===== src/rtl/sd_disk_arbiter_pkg.sv =====
// Shared types and helpers for the SD disk arbiter.
// Latency: n/a (types, constants and a pure function only).
// Backpressure: n/a.
package sd_arb_pkg;

  localparam int NUM_DEV_DEF = 4;
  localparam int LBA_W_DEF   = 32;

  typedef enum logic [2:0] {
    IDLE,
    ISSUE,
    XFER,
    DONE,
    REL
  } state_t;

  // One-hot decode of a slot index; callers truncate to their slot count.
  function automatic logic [31:0] onehot(input int idx);
    logic [31:0] r;
    r = 32'd1 << idx;
    return r;
  endfunction

endpackage


===== src/rtl/sd_disk_arbiter_if.sv =====
// Client-side and hps_io-side signal bundle of the SD disk arbiter.
// Latency: n/a (wires only).
// Backpressure: n/a; clients hold level requests until their done pulse.
// slave  : arbiter view (client requests and hps_io ack/strobe in; grants and hps_io requests out).
// master : environment view (clients plus hps_io), the mirror of slave.
interface sd_disk_arbiter_if #(
  parameter int NUM_DEV = 4,
  parameter int LBA_W   = 32
);
  logic [NUM_DEV-1:0]       cl_rd;
  logic [NUM_DEV-1:0]       cl_wr;
  logic [NUM_DEV*LBA_W-1:0] cl_lba;
  logic [NUM_DEV*8-1:0]     cl_buff_din;
  logic [NUM_DEV-1:0]       cl_ack;
  logic [NUM_DEV-1:0]       cl_buff_wr;
  logic [NUM_DEV-1:0]       cl_done;
  logic [NUM_DEV-1:0]       cl_err;
  logic [LBA_W-1:0]         sd_lba;
  logic [NUM_DEV-1:0]       sd_rd;
  logic [NUM_DEV-1:0]       sd_wr;
  logic [NUM_DEV-1:0]       sd_ack;
  logic                     sd_buff_wr;
  logic [7:0]               sd_buff_din;

  modport slave (
    input  cl_rd, cl_wr, cl_lba, cl_buff_din, sd_ack, sd_buff_wr,
    output cl_ack, cl_buff_wr, cl_done, cl_err, sd_lba, sd_rd, sd_wr, sd_buff_din
  );

  modport master (
    output cl_rd, cl_wr, cl_lba, cl_buff_din, sd_ack, sd_buff_wr,
    input  cl_ack, cl_buff_wr, cl_done, cl_err, sd_lba, sd_rd, sd_wr, sd_buff_din
  );
endinterface


===== src/rtl/sd_disk_arbiter_rr_pick.sv =====
// Round-robin priority picker: first requesting slot after last_g_i, wrapping.
// Latency: combinational.
// Backpressure: none; any_o low when no slot requests.
// Ports: req_i (per-slot request), last_g_i (previous grant), any_o, g_o (chosen slot).
module rr_pick #(
  parameter int NUM_DEV = 4,
  parameter int GW      = 2
) (
  input  logic [NUM_DEV-1:0] req_i,
  input  logic [GW-1:0]      last_g_i,
  output logic               any_o,
  output logic [GW-1:0]      g_o
);

  logic [GW-1:0] cand;

  // Scan from the far end back towards last_g+1 so the nearest candidate
  // is written last and wins.
  always_comb begin
    any_o = 1'b0;
    g_o   = '0;
    cand  = '0;
    for (int k = NUM_DEV; k >= 1; k--) begin
      cand = GW'((int'(last_g_i) + k) % NUM_DEV);
      if (req_i[cand]) begin
        any_o = 1'b1;
        g_o   = cand;
      end
    end
  end

endmodule


===== src/rtl/sd_disk_arbiter.sv =====
// Serialises virtual-disk client block requests onto the hps_io per-drive lines.
// Latency: request to sd_rd/sd_wr 2 cycles; 2 idle cycles minimum between transactions.
// Backpressure: one transaction in flight; other clients hold requests until granted.
// Ports: clk_sys, reset (async, active high), bus (sd_disk_arbiter_if.slave).
// Optional: define SD_ARB_TIMEOUT_EN to enable the TIMEOUT_CYC watchdog and cl_err.
module sd_disk_arbiter
  import sd_arb_pkg::*;
#(
  parameter int NUM_DEV = NUM_DEV_DEF,
  parameter int LBA_W   = LBA_W_DEF
`ifdef SD_ARB_TIMEOUT_EN
  , parameter logic [23:0] TIMEOUT_CYC = 24'd8_000_000
`endif
) (
  input logic              clk_sys,
  input logic              reset,
  sd_disk_arbiter_if.slave bus
);

  localparam int GW = (NUM_DEV > 1) ? $clog2(NUM_DEV) : 1;

  state_t               state_q;
  logic [GW-1:0]        g_q;
  logic [GW-1:0]        last_g_q;
  logic                 dir_q;
  logic [LBA_W-1:0]     sd_lba_q;
  logic [NUM_DEV-1:0]   sd_rd_q;
  logic [NUM_DEV-1:0]   sd_wr_q;
  logic [NUM_DEV-1:0]   cl_done_q;
  logic [NUM_DEV-1:0]   req;
  logic [NUM_DEV-1:0]   gsel;
  logic [GW-1:0]        pick;
  logic                 any_req;
  logic                 to_hit;

  assign req  = bus.cl_rd | bus.cl_wr;
  assign gsel = NUM_DEV'(onehot(int'(g_q)));

  rr_pick #(.NUM_DEV(NUM_DEV), .GW(GW)) u_pick (
    .req_i    (req),
    .last_g_i (last_g_q),
    .any_o    (any_req),
    .g_o      (pick)
  );

  always_ff @(posedge clk_sys or posedge reset) begin
    if (reset) begin
      state_q   <= IDLE;
      g_q       <= '0;
      last_g_q  <= GW'(NUM_DEV - 1);
      dir_q     <= 1'b0;
      sd_lba_q  <= '0;
      sd_rd_q   <= '0;
      sd_wr_q   <= '0;
      cl_done_q <= '0;
    end else begin
      cl_done_q <= '0;
      case (state_q)
        IDLE: begin
          if (any_req) begin
            g_q      <= pick;
            last_g_q <= pick;
            dir_q    <= bus.cl_wr[pick];
            sd_lba_q <= bus.cl_lba[int'(pick)*LBA_W +: LBA_W];
            state_q  <= ISSUE;
          end
        end
        ISSUE: begin
          if (to_hit) begin
            sd_rd_q   <= '0;
            sd_wr_q   <= '0;
            cl_done_q <= gsel;
            state_q   <= REL;
          end else if (bus.sd_ack[g_q]) begin
            sd_rd_q <= '0;
            sd_wr_q <= '0;
            state_q <= XFER;
          end else begin
            sd_rd_q <= dir_q ? '0 : gsel;
            sd_wr_q <= dir_q ? gsel : '0;
          end
        end
        XFER: begin
          if (to_hit) begin
            cl_done_q <= gsel;
            state_q   <= REL;
          end else if (!bus.sd_ack[g_q]) begin
            cl_done_q <= gsel;
            state_q   <= DONE;
          end
        end
        DONE: state_q <= REL;
        // Wait for the client to withdraw so a stale level request is not re-issued.
        REL: begin
          if (!bus.cl_rd[g_q] && !bus.cl_wr[g_q]) state_q <= IDLE;
        end
        default: state_q <= IDLE;
      endcase
    end
  end

`ifdef SD_ARB_TIMEOUT_EN
  logic [23:0]        cnt_q;
  logic [NUM_DEV-1:0] cl_err_q;

  assign to_hit = (cnt_q == TIMEOUT_CYC - 24'd1);

  // Cleared while idle, so it starts from zero on entry to ISSUE.
  always_ff @(posedge clk_sys or posedge reset) begin
    if (reset) begin
      cnt_q    <= '0;
      cl_err_q <= '0;
    end else begin
      cl_err_q <= '0;
      case (state_q)
        IDLE:        cnt_q <= '0;
        ISSUE, XFER: begin
          if (to_hit) cl_err_q <= gsel;
          else        cnt_q    <= cnt_q + 24'd1;
        end
        default:     cnt_q <= cnt_q;
      endcase
    end
  end

  assign bus.cl_err = cl_err_q;
`else
  assign to_hit     = 1'b0;
  assign bus.cl_err = '0;
`endif

  assign bus.sd_lba      = sd_lba_q;
  assign bus.sd_rd       = sd_rd_q;
  assign bus.sd_wr       = sd_wr_q;
  assign bus.cl_done     = cl_done_q;
  assign bus.cl_ack      = (state_q == ISSUE || state_q == XFER) ? (bus.sd_ack & gsel) : '0;
  assign bus.cl_buff_wr  = (state_q == XFER && bus.sd_buff_wr) ? gsel : '0;
  assign bus.sd_buff_din = bus.cl_buff_din[int'(g_q)*8 +: 8];

endmodule


===== src/flat_wrapper.sv =====
// flat-port wrapper written by rule: the top's interface ports become plain ports
module sd_disk_arbiter_flat import sd_arb_pkg::*;
#(
  parameter int NUM_DEV = NUM_DEV_DEF,
  parameter int LBA_W   = LBA_W_DEF

)
  (clk_sys, reset, bus_cl_rd, bus_cl_wr, bus_cl_lba, bus_cl_buff_din, bus_sd_ack, bus_sd_buff_wr, bus_cl_ack, bus_cl_buff_wr, bus_cl_done, bus_cl_err, bus_sd_lba, bus_sd_rd, bus_sd_wr, bus_sd_buff_din);
  sd_disk_arbiter_if #(.NUM_DEV(NUM_DEV), .LBA_W(LBA_W)) bus_i ();
  input logic clk_sys;
  input logic reset;
  input wire logic [$bits(bus_i.cl_rd)-1:0] bus_cl_rd;
  input wire logic [$bits(bus_i.cl_wr)-1:0] bus_cl_wr;
  input wire logic [$bits(bus_i.cl_lba)-1:0] bus_cl_lba;
  input wire logic [$bits(bus_i.cl_buff_din)-1:0] bus_cl_buff_din;
  input wire logic [$bits(bus_i.sd_ack)-1:0] bus_sd_ack;
  input wire logic [$bits(bus_i.sd_buff_wr)-1:0] bus_sd_buff_wr;
  output wire logic [$bits(bus_i.cl_ack)-1:0] bus_cl_ack;
  output wire logic [$bits(bus_i.cl_buff_wr)-1:0] bus_cl_buff_wr;
  output wire logic [$bits(bus_i.cl_done)-1:0] bus_cl_done;
  output wire logic [$bits(bus_i.cl_err)-1:0] bus_cl_err;
  output wire logic [$bits(bus_i.sd_lba)-1:0] bus_sd_lba;
  output wire logic [$bits(bus_i.sd_rd)-1:0] bus_sd_rd;
  output wire logic [$bits(bus_i.sd_wr)-1:0] bus_sd_wr;
  output wire logic [$bits(bus_i.sd_buff_din)-1:0] bus_sd_buff_din;
  assign bus_i.cl_rd = bus_cl_rd;
  assign bus_i.cl_wr = bus_cl_wr;
  assign bus_i.cl_lba = bus_cl_lba;
  assign bus_i.cl_buff_din = bus_cl_buff_din;
  assign bus_i.sd_ack = bus_sd_ack;
  assign bus_i.sd_buff_wr = bus_sd_buff_wr;
  assign bus_cl_ack = bus_i.cl_ack;
  assign bus_cl_buff_wr = bus_i.cl_buff_wr;
  assign bus_cl_done = bus_i.cl_done;
  assign bus_cl_err = bus_i.cl_err;
  assign bus_sd_lba = bus_i.sd_lba;
  assign bus_sd_rd = bus_i.sd_rd;
  assign bus_sd_wr = bus_i.sd_wr;
  assign bus_sd_buff_din = bus_i.sd_buff_din;
  sd_disk_arbiter #(.NUM_DEV(NUM_DEV), .LBA_W(LBA_W)) u_core (.clk_sys(clk_sys), .reset(reset), .bus(bus_i));
endmodule

===== config.mk =====
export PLATFORM = sky130hd
export DESIGN_NAME = sd_disk_arbiter_flat
export DESIGN_NICKNAME = d
export VERILOG_FILES = /design/src/rtl/sd_disk_arbiter_pkg.sv /design/src/rtl/sd_disk_arbiter_if.sv /design/src/rtl/sd_disk_arbiter_rr_pick.sv /design/src/rtl/sd_disk_arbiter.sv /design/src/flat_wrapper.sv
export SDC_FILE = /design/constraint.sdc
export NUM_CORES = 1
export LEC_CHECK = 0
export CAP_MARGIN = 20
export CORE_MARGIN = 4
export CORE_UTILIZATION = 42
export CTS_BUF_LIST = sky130_fd_sc_hd__clkbuf_16
export CTS_CLUSTER_DIAMETER = 50
export DETAILED_ROUTE_END_ITERATION = 6
export PLACE_DENSITY = 0.92
export SKIP_CTS_REPAIR_TIMING = 1
export SLEW_MARGIN = 15
export SYNTH_ARGS = -nofsm -noshare
export SYNTH_HDL_FRONTEND = slang
export SYNTH_SLANG_ARGS = --single-unit

===== constraint.sdc =====
create_clock -name clk_sys -period 3.8 [get_ports clk_sys]
set_input_delay 0.76 -clock clk_sys [delete_from_list [all_inputs] [get_ports clk_sys]]
set_output_delay 0.76 -clock clk_sys [all_outputs]
set_load 0.02 [all_outputs]

# Word-level counts from Yosys, hierarchy flattened
# Cells that the tools add are included.
# totals
word_cells	76
register_bits	52
# op_classes
muxes	37
bitwise	2
n_reduce_logical	8
shifts	3
addsub	4
n_lt_le_gt_ge	6
n_eq_ne	8
# op_table
op	count
$shiftx 128x8->32	1
$mux 4	8
$shiftx 32x6->8	1
$lt 2x3->1 const B	6
$bmux 1 s2	8
$pmux 3 s5	1
$mux 1	12
$mux 3	4
$mux 2	4
$eq 3x2->1 const B	2
$ne 2x1->1 const B	3
$add 2x1->2 const B	2
$add 2x2->2 const B	2
$and 4x4->4	1
$or 4x4->4	1
$reduce_and 4->1	1
$shl 1x2->4 const A	1
$eq 3x1->1 const B	1
$eq 3x3->1 const B	1
$logic_not 3->1	1
$logic_and 1x1->1	2
$logic_not 1->1	2
$ne 2x2->1 const B	1
$reduce_and 2->1	1
$logic_or 1x1->1	1

# Logic depth before layout (Yosys ltp)
# depth
ltp_word	9
mapped_depth	8

# By module
# Synthesis repeated with hierarchy kept, for this count alone.
# unflattened
hier_cells	230
hier_area_um2	3288.2
# by_module_without_submodules
module	cells_per_inst	area_each_um2	n_inst
sd_disk_arbiter	216	3196.8	1
rr_pick	14	91.3	1

# Worst setup path before layout
# No wires, ideal clock.
# synth_timing
path_type	flip-flop to output port
startpoint	register u_core.g_q[0]
endpoint	output bus_cl_ack[3]
path_stages_with_launch	5
slack_ps	1223
t_arrival_ps	1817
cell_sequence	dfrtp_1 > buf_2 > clkbuf_1 > nand2_1 > nor4b_1
# synth_via
elab_chain_cells	3
# synth_lines
element	line	source
from (decl)	sd_disk_arbiter.sv:23	logic [GW-1:0] g_q;
from (signal assigned)	sd_disk_arbiter.sv:61	g_q <= pick;
$shl 1x2->4	sd_disk_arbiter_pkg.sv:20	r = 32'd1 << idx;
$and 4x4->4	sd_disk_arbiter.sv:136	assign bus.cl_ack = (state_q == ISSUE || state_q == XFER) ? (bus.sd_ack & gsel) : '0;
$mux 4	sd_disk_arbiter.sv:136	
to (decl)	flat_wrapper.sv:18	output wire logic [$bits(bus_i.cl_ack)-1:0] bus_cl_ack;
# No other way between the ends.

# Worst setup path in the final report
# Same ends and word-level chain as after synthesis.

==> results by group <==
Run status
  – Status: finished, final reports clean

Logic synthesis
  – Synthesized area: 0.00420 sq mm
  – Mapped Cells: 461
  – Avg Synthesized Cell Area: 9.10 sq um
  – Number of synthesis warnings: 0
  – Async S/R FF share, synth: 100%
  – Seq/Total Area, Yosys: 31.1%
  – Synth top area share: 29.8%
  – Top FF cell, synth: dfrtp_1
  – Post-synth cell types: 56
  – Number of enable flip-flop cells after synthesis: 0
  – Top cells by area, synth: dfrtp_1 (30%), o211ai_2 (8.6%), mux2i_1 (7.6%)
  – Post-synth top area cell: dfrtp_1
  – Post-synthesis register bit count: 52

Timing
  – Final Skew: 6.16 ps
  – Setup TNS: 0 ps
  – Fmax: 0.313 GHz
  – Period utilization: 84.0%
  – Max Slew Vio Count: 0
  – RSZ-0062 raised after global routing: false
  – Final min period: 3190 ps
  – Worst hold margin: 492 ps
  – Slew at the pin closest to its max-slew limit: 936 ps
  – Hold Fails Final Rpt: 0
  – Slew headroom: 37.6%
  – # setup viols final: 0

Clock network
  – Clock transition at path regs: 70 ps
  – CTS Buffer Depth: 2
  – H-tree Lvls: 2
  – CTS tree: yes
  – Clock Root Buffer: clkbuf_16
  – CTS Sinks: 52
  – Worst skew pair latency: 290 ps
  – CTS Buf Count: 5

Worst setup path
  – CP Class: reg -> out
  – Reg2Reg Depth: 5
  – Critical Path Sink Type: output port
  – Max incr delay on CP: 960 ps
  – CP Launch Type: flip-flop
  – CP cell instances: nand2_1 > nor4b_1 > clkdlybuf4s50_1
  – Crit Path Max Fanout: 21
  – Data arrival, critical path: 2430 ps
  – Slowest CP cell: dfrtp_1
  – Data required, critical path: 3040 ps

Job
  – Max-Cap Viols: 0

Power and ir drop
  – Power Dens Cells: 668 mW/mm^2
  – Peak supply drop: 0.378 mV
  – Pleak: 2.83 nW

Route
  – Initial DRT Pass Iterations: 5
  – Final ANT Viol Nets: 0
  – DR vias: 4739
  – # DRC: 0
  – Initial DRC count: 305
  – DR vias/cell: 5.92
  – DR WL/cell: 20.4 microns
  – Drt total wl: 16300 microns

Floorplanning
  – Placeable Area: 0.00973 sq mm
  – Die Width: 108 microns
  – Rows: 36
  – Ports: 239
  – Die area: 0.0117 sq mm
  – Die Y: 108 microns
  – Initial Utilization: 43.1%

Cells and area
  – Layout cells sized above 1: 12.0%
  – Antenna diodes: 0
  – Final #Nets: 842
  – Area Growth Syn to Fin: 60.8%

Global route
  – Initial antenna violation count: 0
  – Total track usage: 26.4%
  – Number of global-route vias before repair: 5009
  – Global route total overflow: 0
  – Global-route wire length before repair: 24500 microns
  – Largest net degree at the start of global routing: 35

Hold path
  – WHS Path Cells: 2
  – Hold Crit Class: reg -> reg

Place
  – DP HPWL: 12100 microns
  – Routability congestion estimate: 0.877
  – IO buf count: 234
[Yosys cell counts (10+ instances only)]
library cell	n
mux2i_1	32
mux4_2	10
inv_1	65
a41oi_1	32
dfrtp_1	50
nor2_1	20
clkbuf_1	32
a2111oi_0	32
nand2_1	39
o21ai_1	21
o211ai_2	29
o21ai_0	13
[path summary, 6_finish.rpt]
check / from / endpoint / slack, ps
max in group asynchronous: reset / u_core.last_g_q[1] / 2100
min in group asynchronous: reset / u_core.bus.sd_wr[0] / 890
max: u_core.g_q[0] / bus_cl_ack[3] / 610
min reg2reg: u_core.bus.sd_lba[16] / u_core.bus.sd_lba[16] / 490
max reg2reg: u_core.last_g_q[1] / u_core.bus.sd_lba[14] / 1220
min: u_core.bus.sd_lba[16] / u_core.bus.sd_lba[16] / 490
[area by class of cell]
type	instances	area (sq um)
Sequential cell	52	1300
Inverter	65	244
Clock buffer	5	125
Clock inverter	3	42.5
Timing Repair Buffer	248	2450
Tap cell	133	166
Multi-Input combinational cell	295	2410
Fill cell	711	2980
[power breakdown]
group	total, W	internal, W	leakage (nW)	switching [W]
sequential	0.00107	0.000813	0.656	0.000261
combinational	0.00292	0.00135	2.10	0.00156
clock	0.000518	0.000310	0.0798	0.000208
[per-layer routing]
metal | wire (microns) | vias up | global-route usage (%)
met5 | 0 | - | 0
met4 | 585 | 0 | 14.0
met3 | 1200 | 60 | 4.78
met2 | 8680 | 304 | 47.8
met1 | 5880 | 2257 | 29.2
li1 | - | 2118 | -
[cells in the final DEF, fill, tap and decap left out, types with 19 or more instances in the layout]
cell type and instances:
clkdlybuf4s50_1 234, inv_1 64, dfrtp_1 50, nand2_1 39, mux2i_1 32, a2111oi_0 32
a41oi_1 32, o211ai_2 29, o21ai_1 21, nor2_1 19
[stage by stage]
stage	power [W]	cell area, sq um	utilization, %	cells	setup WS [ps]
2_1_floorplan	0.00299	4210	-	464	1220
3_3_place_gp	0.00384	6570	67.5	792	492
3_5_place_dp	0.00398	6580	67.6	793	375
4_1_cts	0.00449	6750	69.3	801	604
5_1_grt	0.00473	6750	69.3	801	452
6_report	0.00451	6750	69.3	801	608
[critical path, delay by kind of cell, from the launching register on]
kind	cells	cell delay [ps]
and+or+nand+nor	2	510
buffers and inverters	1	670
DFF	1	960
[cell families (layout without fill, tap and decap cells)]
group                  count (synthesis)  count (layout)  synth area share, %
AND/OR/NAND/NOR                       94              94                 10.9
flip-flops                            52              52                 31.1
XOR/XNOR                               1               1                0.209
AO/OA/AOI/OAI                        153             153                 31.6
other                                  1               4               0.0894
buffers and inverters                117             321                 12.8
multiplexers                          43              43                 13.3
[flip-flops by register name (all words and copies together) (netlist names)]
signal and cells:
u_core.bus.cl_done 4, u_core.bus.sd_lba 32, u_core.bus.sd_rd 4, u_core.bus.sd_wr 4
u_core.dir_q 1, u_core.g_q 2, u_core.last_g_q 2, u_core.state_q 3
(Power assumes the default switching activity.)
